<file path="src/rtl/hack_ram_arbiter.sv">
// ---------------------------------------------------------------------------
// hack_ram_arbiter
//
// Shares the single-port Hack data RAM (16K x 16, one-cycle registered read)
// between two masters. Port A (the CPU data bus) has priority. Port B (loader
// or screen fetch) wins one contended cycle after it has been refused
// MAX_WAIT times in a row, so its wait is bounded.
//
// Ports
//   clk, rst_n                 clock; asynchronous active-low reset
//   a_req/a_we/a_addr/a_wdata  port A request; held stable until a_gnt
//   a_gnt                      port A accepted this cycle (combinational)
//   a_rvalid/a_rdata           port A read return, one cycle after grant
//   b_*                        same set of signals for port B
//   ram_addr/ram_wdata/ram_wren  drive to the RAM wrapper
//   ram_rdata                  RAM output, valid the cycle after a read
//
// MAX_WAIT must lie in 1..15 so that it fits the 4-bit wait counter.
// ---------------------------------------------------------------------------
module hack_ram_arbiter #(
  parameter int ADDR_W   = 14,
  parameter int DATA_W   = 16,
  parameter int MAX_WAIT = 4
) (
  input  logic              clk,
  input  logic              rst_n,
  input  logic              a_req,
  input  logic              a_we,
  input  logic [ADDR_W-1:0] a_addr,
  input  logic [DATA_W-1:0] a_wdata,
  output logic              a_gnt,
  output logic              a_rvalid,
  output logic [DATA_W-1:0] a_rdata,
  input  logic              b_req,
  input  logic              b_we,
  input  logic [ADDR_W-1:0] b_addr,
  input  logic [DATA_W-1:0] b_wdata,
  output logic              b_gnt,
  output logic              b_rvalid,
  output logic [DATA_W-1:0] b_rdata,
  output logic [ADDR_W-1:0] ram_addr,
  output logic [DATA_W-1:0] ram_wdata,
  output logic              ram_wren,
  input  logic [DATA_W-1:0] ram_rdata
);

  localparam logic [3:0] MAX_WAIT_C = 4'(MAX_WAIT);

  logic [3:0]        wait_cnt_reg;
  logic              rd_valid_reg;  // a read was issued last cycle
  logic              rd_tag_reg;    // owner of that read: 0 = A, 1 = B
  logic [DATA_W-1:0] a_hold_reg;
  logic [DATA_W-1:0] b_hold_reg;

  logic a_win;
  logic b_win;
  logic rd_issue;

  // Grants are forced low while reset is asserted so nothing reaches the RAM.
  always_comb begin
    a_win = 1'b0;
    b_win = 1'b0;
    if (rst_n) begin
      if (a_req && b_req) begin
        if (wait_cnt_reg == MAX_WAIT_C) begin
          b_win = 1'b1;
        end else begin
          a_win = 1'b1;
        end
      end else if (a_req) begin
        a_win = 1'b1;
      end else if (b_req) begin
        b_win = 1'b1;
      end
    end
  end

  assign a_gnt = a_win;
  assign b_gnt = b_win;

  // With no grant the RAM still sees port A's address/data, but never a write.
  assign ram_addr  = b_win ? b_addr  : a_addr;
  assign ram_wdata = b_win ? b_wdata : a_wdata;
  assign ram_wren  = (a_win && a_we) || (b_win && b_we);

  assign rd_issue = (a_win && !a_we) || (b_win && !b_we);

  always_ff @(posedge clk or negedge rst_n) begin
    if (!rst_n) begin
      wait_cnt_reg <= 4'd0;
      rd_valid_reg <= 1'b0;
      rd_tag_reg   <= 1'b0;
      a_hold_reg   <= '0;
      b_hold_reg   <= '0;
    end else begin
      rd_valid_reg <= rd_issue;
      if (rd_issue) begin
        rd_tag_reg <= b_win;
      end

      // Counts refused B cycles; any B grant or a dropped request restarts it.
      if (b_req && !b_win) begin
        if (wait_cnt_reg != MAX_WAIT_C) begin
          wait_cnt_reg <= wait_cnt_reg + 4'd1;
        end
      end else begin
        wait_cnt_reg <= 4'd0;
      end

      // Capture the returned word so rdata holds it after rvalid drops.
      if (a_rvalid) begin
        a_hold_reg <= ram_rdata;
      end
      if (b_rvalid) begin
        b_hold_reg <= ram_rdata;
      end
    end
  end

  assign a_rvalid = rd_valid_reg && !rd_tag_reg;
  assign b_rvalid = rd_valid_reg &&  rd_tag_reg;

  // Return data comes straight from the RAM in the valid cycle, then holds.
  assign a_rdata = a_rvalid ? ram_rdata : a_hold_reg;
  assign b_rdata = b_rvalid ? ram_rdata : b_hold_reg;

endmodule
</file>
<file path="config.mk">
export PLATFORM = sky130hd
export DESIGN_NAME = hack_ram_arbiter
export DESIGN_NICKNAME = d
export VERILOG_FILES = /design/src/rtl/hack_ram_arbiter.sv
export SDC_FILE = /design/constraint.sdc
export NUM_CORES = 1
export LEC_CHECK = 0
export ABC_AREA = 1
export CAP_MARGIN = 20
export CORE_MARGIN = 1
export CORE_UTILIZATION = 31
export CTS_BUF_LIST = sky130_fd_sc_hd__clkbuf_8
export CTS_CLUSTER_SIZE = 25
export DETAILED_ROUTE_END_ITERATION = 8
export PLACE_DENSITY = 0.76
export SETUP_SLACK_MARGIN = 0.2
export SYNTH_ARGS = -nofsm -noshare
export SYNTH_HDL_FRONTEND = slang
export SYNTH_SLANG_ARGS = --single-unit
</file>
<file path="constraint.sdc">
create_clock -name clk -period 1.5 [get_ports clk]
set_input_delay 0.3 -clock clk [delete_from_list [all_inputs] [get_ports clk]]
set_output_delay 0.3 -clock clk [all_outputs]
set_load 0.02 [all_outputs]
</file>
Word-level counts from Yosys, hierarchy flattened
Index checks and enable logic that the tools add are counted.
W data, S select, Z words.

operators by class
  equality and inequality tests = 3
  muxes and demuxes = 15
  $add $sub $neg = 1
  reduce and logical (&&, ||, !) cells = 14

operator list
  kind                   number
  $mux W16               3
  $mux W14               1
  $mux W1                9
  $logic_and A1 B1 Y1    8
  $mux W4                2
  $add A4 B1 Y4 const B  1
  $eq A4 B3 Y1 const B   1
  $logic_not A1 Y1       4
  $ne A4 B3 Y1 const B   1
  $logic_or A1 B1 Y1     2
  $ne A2 B1 Y1 const B   1

storage, ports and cells
  flip-flop bits (word level) = 38
  bits of input ports = 82
  logic and storage cells = 38
  output and inout port bits = 67

Longest topological paths before layout
Gate-level depths: netlist of run 1.

  word-level depth = 7
  mapped depth = 9
  gate-level depth less buffers = 8

Worst setup path before layout of run 1
OpenSTA, ideal clock, no wires.

  path kind = flip-flop to output port
  from = reg wait_cnt_reg[0]
  to = out ram_wren
  required time = 1.200 ns
  cell stages (with the launch flop) = 7
  slack = -0.160 ns
  buffers on the path = 0
  arrival time = 1.360 ns
  cell sequence = dfrtp_1 -> inv_1 -> ha_1 -> nand3_2 -> nand2_2 -> nand2_4 -> o21ai_0

on the way
  cells in the longest elaborated chain, start to end = 6
  elaborated cells between the ends (all ways) = 10
  classes of those cells = 1 x eq/ne; 6 x mux; 3 x reduce/logical

ends and longest elaborated chain
  item                      line  RTL
  start: declaration        49    logic [3:0] wait_cnt_reg;
  start signal: assignment  104   wait_cnt_reg <= wait_cnt_reg + 4'd1;
  $eq A4 B3 Y1 *            65    if (wait_cnt_reg == MAX_WAIT_C) begin
  $mux W1                   65
  $mux W1                   64    if (a_req && b_req) begin
  $mux W1                   63    if (rst_n) begin
  $logic_and A1 B1 Y1       84    assign ram_wren = (a_win && a_we) || (b_win && b_we);
  $logic_or A1 B1 Y1 *      84
  end: declaration          43    output logic ram_wren,

Every way passes the cells marked *; elsewhere a longest branch is shown, timed or not.

Final worst setup path of run 1
  from = reg wait_cnt_reg[1]
  to = out ram_addr[8]

on the way
  cells in the longest elaborated chain, start to end = 5

ends and longest elaborated chain
  item              line  RTL
  $eq A4 B3 Y1      65
  $mux W1           65
  $mux W1           64
  $mux W1           63
  $mux W14          82    assign ram_addr = b_win ? b_addr : a_addr;
  end: declaration  41    output logic [ADDR_W-1:0] ram_addr,

Every way passes these cells.

==> results_dict.tcl, run 1 <==
set metrics [dict create \
    status "finished, violations left" \
    violations "negative setup slack" \
    rsz0062_at_grt "true" \
    crit_type "flip-flop to primary output" \
    num_rows 28 \
    finalCriticalPeriod_ns 2.04 \
    die_area_um2 6630 \
    synthCells 262 \
    area_growth_pct 172 \
    holdBufCountCts 0 \
    crit_required_ns 1.20 \
    start_util 0.326 \
    first_pass_iters 4 \
    crit_path_top_delay_cell "dfrtp_1" \
    synth_area_leaders "dfrtp_1, nand2_1, o21ai_0" \
    vias 2737 \
    maxCapViolations 0 \
    end_kind "primary output" \
    netlist.area_leader.share 0.486 \
    avgSynthCellArea_um2 7.46 \
    wl_per_cell_um 19.7 \
    synth.distinct_cells 20 \
    nFillCells 249 \
    fmax_mhz 491 \
    cts_tree "built" \
    drt-met1-wl_um 4070 \
    grt_first_pass_wirelength_um 11400 \
    final_cell_count_no_fill 553 \
    io_pins 149 \
    clk_pin_slew_ns 0.08 \
    drive_gt1_frac 0.600 \
    period_share 1.36 \
    fin_ws_ns -0.539 \
    routed_via_density 4.95 \
    synth_largest_area_cell "dfrtp_1" \
    dieWidth_um 81.4 \
    dr_wl_met2_um 5920 \
    fin_nets 561 \
    clk_path_buf_depth 2 \
    die_y_um 81.4 \
    drc 0 \
    insertion_delay_ns 0.30 \
    start_kind "flip-flop" \
    synth-warning-count 0 \
    numCtsBuffers 5 \
    yosysSeqAreaShare 0.486 \
    crit_path_max_incr_delay_ns 0.41 \
    hold_class "primary input to async pin" \
    slew_headroom 0.747 \
    finClkSkew_ns 0.00434 \
    finalHoldViolations 0 \
    first_global_vias 2364 \
    grt_max_degree 40 \
    grt-ovfl-total 0 \
    path_max_fanout 7 \
    placed_cell_area_um2 3910 \
    cts.htree.levels 2 \
    final_cell_mix "clkdlybuf4s50_1, buf_6, nand2_2, buf_4, dfrtp_1" \
    worstPathCellList "inv_2 -> ha_4 -> nand3_4 -> nand2_4 -> nand2_8 -> clkinv_8 -> clkbuf_16 -> nand2_1 -> nand2_2 -> buf_6" \
    wl_um 10900 \
    final_common_cell "clkdlybuf4s50_1" \
    routed.top_layer "met4" \
    core_area_um2 5990 \
    fin_area_um2 5320 \
    cellPowerDensity_nw_per_um2 1140 \
    worst_slew_pin_slew_ns 0.380 \
    dp_cells 505 \
    register_area_um2 951 \
    antenna_found_initial 1 \
    ir_worst_vdd_uv 1000 \
    ant_nets 0 \
    p_leak_nw 2.52 \
    numPortBuffers 148 \
    place_congestion 0.781 \
    final-setup-viol-count 67 \
    syn_nets 346 \
    grt_usage 0.231 \
    syn-cell-area_um2 1960 \
    synth-seq-cells 38 \
    wl_met3_um 650 \
    final_max_slew_viol_count 0 \
    drt-initial-drc-count 114 \
    cts-root-buf "clkbuf_8" \
    worstPathArrival_ns 1.74 \
    multi_input_area_um2 1630 \
    clkSinkCount 38 \
    hpwl_um 5200 \
]
## area by class of cell
| type | count | area share |
|---|---|---|
| Clock inverter | 1 | 0.00564 |
| Multi-Input combinational cell | 182 | 0.306 |
| Tap cell | 75 | 0.0176 |
| Sequential cell | 38 | 0.179 |
| Timing Repair Buffer | 220 | 0.452 |
| Inverter | 30 | 0.0240 |
| Clock buffer | 6 | 0.0155 |
| Antenna cell | 1 | 0.000470 |
## cells in the mapped netlist
cell type,number
a21oi_1,2
xnor2_1,1
nand4_1,1
nand2_4,1
inv_4,1
buf_12,1
nand3_1,4
nand2_1,120
clkbuf_1,5
nand3_2,1
xor2_1,1
nand2_2,10
buf_2,4
buf_6,2
ha_1,2
nor2_1,2
o21ai_0,36
o211ai_1,1
dfrtp_1,38
inv_1,29
## what timing repair did
item / in CTS / in global routing
setup endpoints to repair: 68 / 75
cloned: 4 / 5
setup buffers: 11 / 20
resized for setup: 508 / 102
pin swaps: 1 / 9
## worst max-delay path, delay by kind of cell (launching register included)
family / cells / cell delay, ns
adder cells (fa/ha/maj): 1 / 0.16
buffers and inverters: 4 / 0.44
AND/OR/NAND/NOR: 5 / 0.42
flip-flops: 1 / 0.41
## kinds of logic (layout without fill, tap and decap cells)
group / after synthesis / after routing / synth area share
flip-flops: 38 / 38 / 0.486
XOR/XNOR: 2 / 2 / 0.00896
other: 0 / 1 / 0
AND/OR/NAND/NOR: 139 / 139 / 0.290
adder cells (fa/ha/maj): 2 / 2 / 0.0128
buffers and inverters: 42 / 257 / 0.100
AO/OA/AOI/OAI: 39 / 39 / 0.101
## metrics by stage
stage / setup slack, ns / total power, W / hold slack (ns) / utilization / TNS, ns
6_report: -0.539 / 0.00605 / 0.126 / 0.888 / -25.03
5_1_grt: -0.595 / 0.00626 / 0.158 / 0.888 / -28.24
4_1_cts: -0.514 / 0.00526 / 0.184 / 0.770 / -23.01
3_5_place_dp: -0.843 / 0.00372 / 0.459 / 0.652 / -40.75
3_3_place_gp: -0.776 / 0.00368 / 0.454 / 0.652 / -38.69
2_1_floorplan: -0.0396 / 0.00246 / 0.00441 / - / -1.63
## worst paths after layout
path	cells after the start	end	slack (ns)	startpoint
min in group clk	2	a_hold_reg[8]	0.51	a_hold_reg[8]
max in group asynchronous	3	b_hold_reg[4]	1.08	rst_n
worst min register to register	2	a_hold_reg[8]	0.51	a_hold_reg[8]
worst max-delay path	10	ram_addr[8]	-0.54	wait_cnt_reg[1]
worst max register to register	8	wait_cnt_reg[1]	0.05	wait_cnt_reg[1]
worst min-delay path	3	a_hold_reg[13]	0.13	rst_n
## report_power, final
part / switching, W / total [W] / leakage [nW] / internal [W]
Clock: 0.000387 / 0.000919 / 0.0573 / 0.000533
Combinational: 0.00167 / 0.00355 / 1.99 / 0.00188
Sequential: 0.000249 / 0.00158 / 0.472 / 0.00133
Total: 0.00231 / 0.00605 / 2.52 / 0.00374
## metal layers
layer  track usage  vias up
li1              -     1232
met1         0.260     1360
met2         0.433      122
met3        0.0456       23
met4        0.0714        0
met5             0        -
(Power assumes the default switching activity.)
==> inputs of run 2 (changes only) <==
--- a/config.mk
+++ b/config.mk
@@ -8,11 +8,12 @@
 export ABC_AREA = 1
 export CAP_MARGIN = 20
 export CORE_MARGIN = 1
-export CORE_UTILIZATION = 31
+export CORE_UTILIZATION = 35
 export CTS_BUF_LIST = sky130_fd_sc_hd__clkbuf_8
+export CTS_CLUSTER_DIAMETER = 200
 export CTS_CLUSTER_SIZE = 25
 export DETAILED_ROUTE_END_ITERATION = 8
-export PLACE_DENSITY = 0.76
+export PLACE_DENSITY = 0.81
 export SETUP_SLACK_MARGIN = 0.2
 export SYNTH_ARGS = -nofsm -noshare
 export SYNTH_HDL_FRONTEND = slang
==> constraint.sdc (replaced) <==
create_clock -name clk -period 2.1 [get_ports clk]
set_input_delay 0.42 -clock clk [delete_from_list [all_inputs] [get_ports clk]]
set_output_delay 0.42 -clock clk [all_outputs]
set_load 0.02 [all_outputs]
==> results_dict.tcl, run 2 (synthesized netlist as in run 1, its figures left out) <==
set metrics [dict create \
    p_leak_nw 2.18 \
    start_util 0.373 \
    r2r_slack_ns 0.62 \
    cts.htree.levels 2 \
    rsz0062_at_grt "true" \
    grt_first_pass_wirelength_um 11000 \
    insertion_delay_ns 0.27 \
    cp-endpoint "ram_addr[13]" \
    final_max_slew_viol_count 0 \
    clk_path_buf_depth 2 \
    worst_slew_pin_slew_ns 0.472 \
    num_rows 26 \
    die_area_um2 5890 \
    cellPowerDensity_nw_per_um2 752 \
    finalHoldViolations 0 \
    first_global_vias 2339 \
    fmax_mhz 485 \
    crit_start "wait_cnt_reg[1]" \
    clkSinkCount 38 \
    wl_per_cell_um 15.0 \
    slew_headroom 0.686 \
    pre_cts_slack_ns -0.468 \
    maxCapViolations 0 \
    place_congestion 0.895 \
    whs_ns 0.318 \
    diodes 0 \
    vias 2487 \
    die_y_um 76.8 \
    path_max_fanout 7 \
    cts-root-buf "clkbuf_8" \
    final_common_cell "nand2_1" \
    grt_usage 0.235 \
    io_pins 149 \
    end_kind "primary output" \
    finalCriticalPeriod_ns 2.06 \
    core_area_um2 5240 \
    finClkSkew_ns 0.00148 \
    numPortBuffers 148 \
    hpwl_um 5040 \
    hold_class "primary input to async pin" \
    r2r-end "wait_cnt_reg[1]" \
    grt-ovfl-total 0 \
    status "completed" \
    ir_worst_vdd_uv 698 \
    routed_via_density 4.78 \
    register_area_um2 951 \
    crit_type "flip-flop to primary output" \
    start_kind "flip-flop" \
    drc 0 \
    area_growth_pct 112 \
    final-setup-viol-count 0 \
    r2r_cells 9 \
    antenna_found_initial 0 \
    numCtsBuffers 5 \
    drt-initial-drc-count 104 \
    drive_gt1_frac 0.416 \
    clk_pin_slew_ns 0.07 \
    fin_ws_ns 0.0376 \
    period_share 0.982 \
    final_cell_mix "nand2_1, clkdlybuf4s50_1, buf_4, nand2_2, dfrtp_1" \
    multi_input_area_um2 1030 \
    first_pass_iters 4 \
    dieWidth_um 76.8 \
    nFillCells 379 \
    worstPathArrival_ns 1.64 \
    ant_nets 0 \
    cts_tree "built" \
    grt_max_degree 40 \
    wl_um 7820 \
    crit_required_ns 1.68 \
    timing.rr.start "wait_cnt_reg[1]" \
    fin_nets 535 \
]
-- run 2: stage by stage --
stage | cell area [um2] | utilization | power, W | std cells | setup TNS, ns
floorplan | 1960 | - | 0.00168 | 262 | 0
global placement | 3760 | 0.718 | 0.00258 | 504 | -15.71
detailed placement | 3760 | 0.718 | 0.00262 | 504 | -17.64
CTS | 4030 | 0.770 | 0.00306 | 514 | 0
global route | 4150 | 0.792 | 0.00329 | 520 | -0.400
finish | 4150 | 0.792 | 0.00312 | 520 | 0
-- run 2: where the power goes --
group	internal, W	switching [W]
Sequential	0.000949	0.0000638
Clock	0.000253	0.000220
Combinational	0.000775	0.000859
-- run 2: critical path, stage by stage, from the launching register on --
cell and delay (ns):
dfrtp_1 0.40, inv_2 0.07, ha_4 0.17, nand3_4 0.07
nand2_4 0.07, nand2_8 0.10, clkinv_8 0.09, buf_4 0.15
nand2_1 0.07, nand2_2 0.05, buf_6 0.12
-- run 2: layout make-up --
class | count | area share
inverters | 30 | 0.0302
well taps | 70 | 0.0211
repair buffers | 194 | 0.451
clock buffers | 6 | 0.0199
flip-flops and latches | 38 | 0.229
multi-input cells | 182 | 0.248
-- run 2: repair_timing --
action,in CTS,in global routing
gates cloned,1,2
hold buffers,0,0
gates resized for setup,378,97
pin swaps,15,10
setup buffers,3,4
endpoints found under the setup margin,67,65
-- run 2: metal layers --
| metal | track usage | wire length (um) | vias to the layer above |
|---|---|---|---|
| li1 | - | - | 1183 |
| met2 | 0.435 | 4210 | 93 |
| met5 | 0 | 0 | - |
| met4 | 0.102 | 376 | 0 |
| met1 | 0.258 | 2890 | 1177 |
| met3 | 0.0464 | 342 | 34 |
-- run 2: how the worst min path moves through the flow --
stage,startpoint,endpoint
2_1_floorplan,rst_n,a_hold_reg[0]
6_report,rst_n,rd_tag_reg
4_1_cts,rst_n,wait_cnt_reg[2]
3_5_place_dp,a_hold_reg[0],a_hold_reg[0]
3_3_place_gp,a_hold_reg[4],a_hold_reg[4]
5_1_grt,rst_n,a_hold_reg[3]
==> inputs of run 3 (changes only) <==
--- a/config.mk
+++ b/config.mk
@@ -8,12 +8,11 @@
 export ABC_AREA = 1
 export CAP_MARGIN = 20
 export CORE_MARGIN = 1
-export CORE_UTILIZATION = 35
-export CTS_BUF_LIST = sky130_fd_sc_hd__clkbuf_8
+export CORE_UTILIZATION = 34
 export CTS_CLUSTER_DIAMETER = 200
 export CTS_CLUSTER_SIZE = 25
 export DETAILED_ROUTE_END_ITERATION = 8
-export PLACE_DENSITY = 0.81
+export PLACE_DENSITY = 0.79
 export SETUP_SLACK_MARGIN = 0.2
 export SYNTH_ARGS = -nofsm -noshare
 export SYNTH_HDL_FRONTEND = slang
==> results_dict.tcl, run 3 (synthesized netlist as in run 1, its figures left out) <==
set metrics [dict create \
    antenna_found_initial 0 \
    crit_path_top_delay_cell "dfrtp_1" \
    diodes 0 \
    place_congestion 0.751 \
    clk_pin_slew_ns 0.07 \
    drt-initial-drc-count 71 \
    rsz0062_at_grt "true" \
    hold_class "primary input to async pin" \
    drc 0 \
    worst_slew_pin_slew_ns 0.479 \
    maxCapViolations 0 \
    cts-root-buf "clkbuf_8" \
    clk_path_buf_depth 2 \
    area_growth_pct 99.6 \
    first_pass_iters 4 \
    numCtsBuffers 5 \
    slew_headroom 0.681 \
    drive_gt1_frac 0.323 \
    crit_path_max_incr_delay_ns 0.39 \
    cpMostUsedCell "nand2_1" \
    clkSinkCount 38 \
    final_common_cell "nand2_1" \
    grt_usage 0.213 \
    finalCriticalPeriod_ns 2.05 \
    hpwl_um 4790 \
    start_kind "flip-flop" \
    grt-ovfl-total 0 \
    grt_max_degree 40 \
    wl_um 6730 \
    final_max_slew_viol_count 0 \
    die_area_um2 6060 \
    utilization 0.704 \
    cts.htree.levels 2 \
    grt_first_pass_wirelength_um 10400 \
    fmax_mhz 488 \
    ir_worst_vdd_uv 702 \
    final_cell_mix "nand2_1, clkdlybuf4s50_1, buf_6, dfrtp_1, buf_4" \
    crit_type "flip-flop to primary output" \
    ant_nets 0 \
    final_cell_count_no_fill 518 \
    final-setup-viol-count 0 \
    routed_via_density 4.53 \
    path_max_fanout 8 \
    wl_per_cell_um 13.0 \
    worstPathArrival_ns 1.63 \
    finClkSkew_ns 0.00684 \
    p_leak_nw 2.08 \
    fin_nets 529 \
    end_kind "primary output" \
    dp_cells 500 \
    io_pins 149 \
    core_area_um2 5540 \
    vias 2347 \
    numPortBuffers 148 \
    crit_required_ns 1.68 \
    finalHoldViolations 0 \
    first_global_vias 2219 \
    dieWidth_um 77.8 \
    start_util 0.353 \
    nFillCells 463 \
    die_y_um 77.8 \
    total_power_w 0.00294 \
    status "completed" \
    crit_family "buffers and inverters" \
    num_rows 27 \
    critPathBufInv 4 \
    cts_tree "built" \
    period_share 0.975 \
    cellPowerDensity_nw_per_um2 753 \
    insertion_delay_ns 0.28 \
    worstPathCellList "inv_2 -> ha_4 -> nand3_4 -> nand2_4 -> nand2_8 -> clkinv_8 -> clkbuf_16 -> nand2_1 -> nand2_1 -> buf_6" \
]
==> run 3: stage by stage <==
| stage | cell area [um2] | hold WS (ns) | setup WS, ns | TNS [ns] |
|---|---|---|---|---|
| after floorplan | 1960 | 0.124 | 0.320 | 0 |
| after global placement | 3700 | 0.478 | -0.375 | -14.85 |
| after detailed placement | 3700 | 0.486 | -0.437 | -16.68 |
| after CTS | 3860 | 0.322 | -0.0101 | -0.0320 |
| after global routing | 3900 | 0.375 | -0.0293 | -0.345 |
| final | 3900 | 0.349 | 0.0522 | 0 |
==> run 3: area by class of cell <==
cell class              count  area (um2)  area share
repair buffers            188        1740       0.446
flip-flops and latches     38         951       0.244
multi-input cells         182         901       0.231
inverters                  30         128      0.0327
well taps                  72        90.1      0.0231
clock buffers               7        86.3      0.0221
clock inverters             1        5.00     0.00128
==> run 3: power by group <==
group | switching [W] | internal [W] | leakage (nW) | total [W]
clock network | 0.000239 | 0.000265 | 0.0482 | 0.000503
registers | 0.0000607 | 0.000948 | 0.472 | 0.00101
logic | 0.000794 | 0.000632 | 1.56 | 0.00143
total | 0.00109 | 0.00185 | 2.08 | 0.00294
==> run 3: worst reg2reg max path: cells and delay by family, from the launching register on <==
kind / cells / cell delay [ns]
compound gates: 1 / 0.07
fa+ha+maj: 1 / 0.15
buf+inv: 10 / 1.02
flops: 1 / 0.39
simple gates: 2 / 0.18
==> run 3: per-layer routing <==
layer	routed length [um]	up-vias	share of wire	GRT usage
met5	0	-	0	0
met4	255	0	0.038	0.0906
met3	333	22	0.049	0.0400
met2	3500	84	0.52	0.388
met1	2640	1076	0.39	0.242
li1	-	1165	-	-
==> run 3: path summary, 6_finish.rpt <==
kind / cells past startpoint / slack [ns] / to / from
max: 10 / 0.05 / ram_addr[13] / wait_cnt_reg[1]
min: 3 / 0.35 / wait_cnt_reg[0] / rst_n
max reg2reg: 14 / 0.20 / wait_cnt_reg[1] / wait_cnt_reg[1]
min reg2reg: 2 / 0.50 / a_hold_reg[13] / a_hold_reg[13]
max in group asynchronous: 3 / 1.42 / b_hold_reg[5] / rst_n
min in group clk: 2 / 0.50 / a_hold_reg[13] / a_hold_reg[13]
==> run 3: what timing repair did <==
item / CTS / global route
gates cloned: 0 / 1
pin swaps: 5 / 4
setup buffers: 8 / 1
endpoints found under the setup margin: 67 / 64
hold buffers: 0 / 0
gates resized for setup: 336 / 84
hold endpoints to repair: 0 / 0
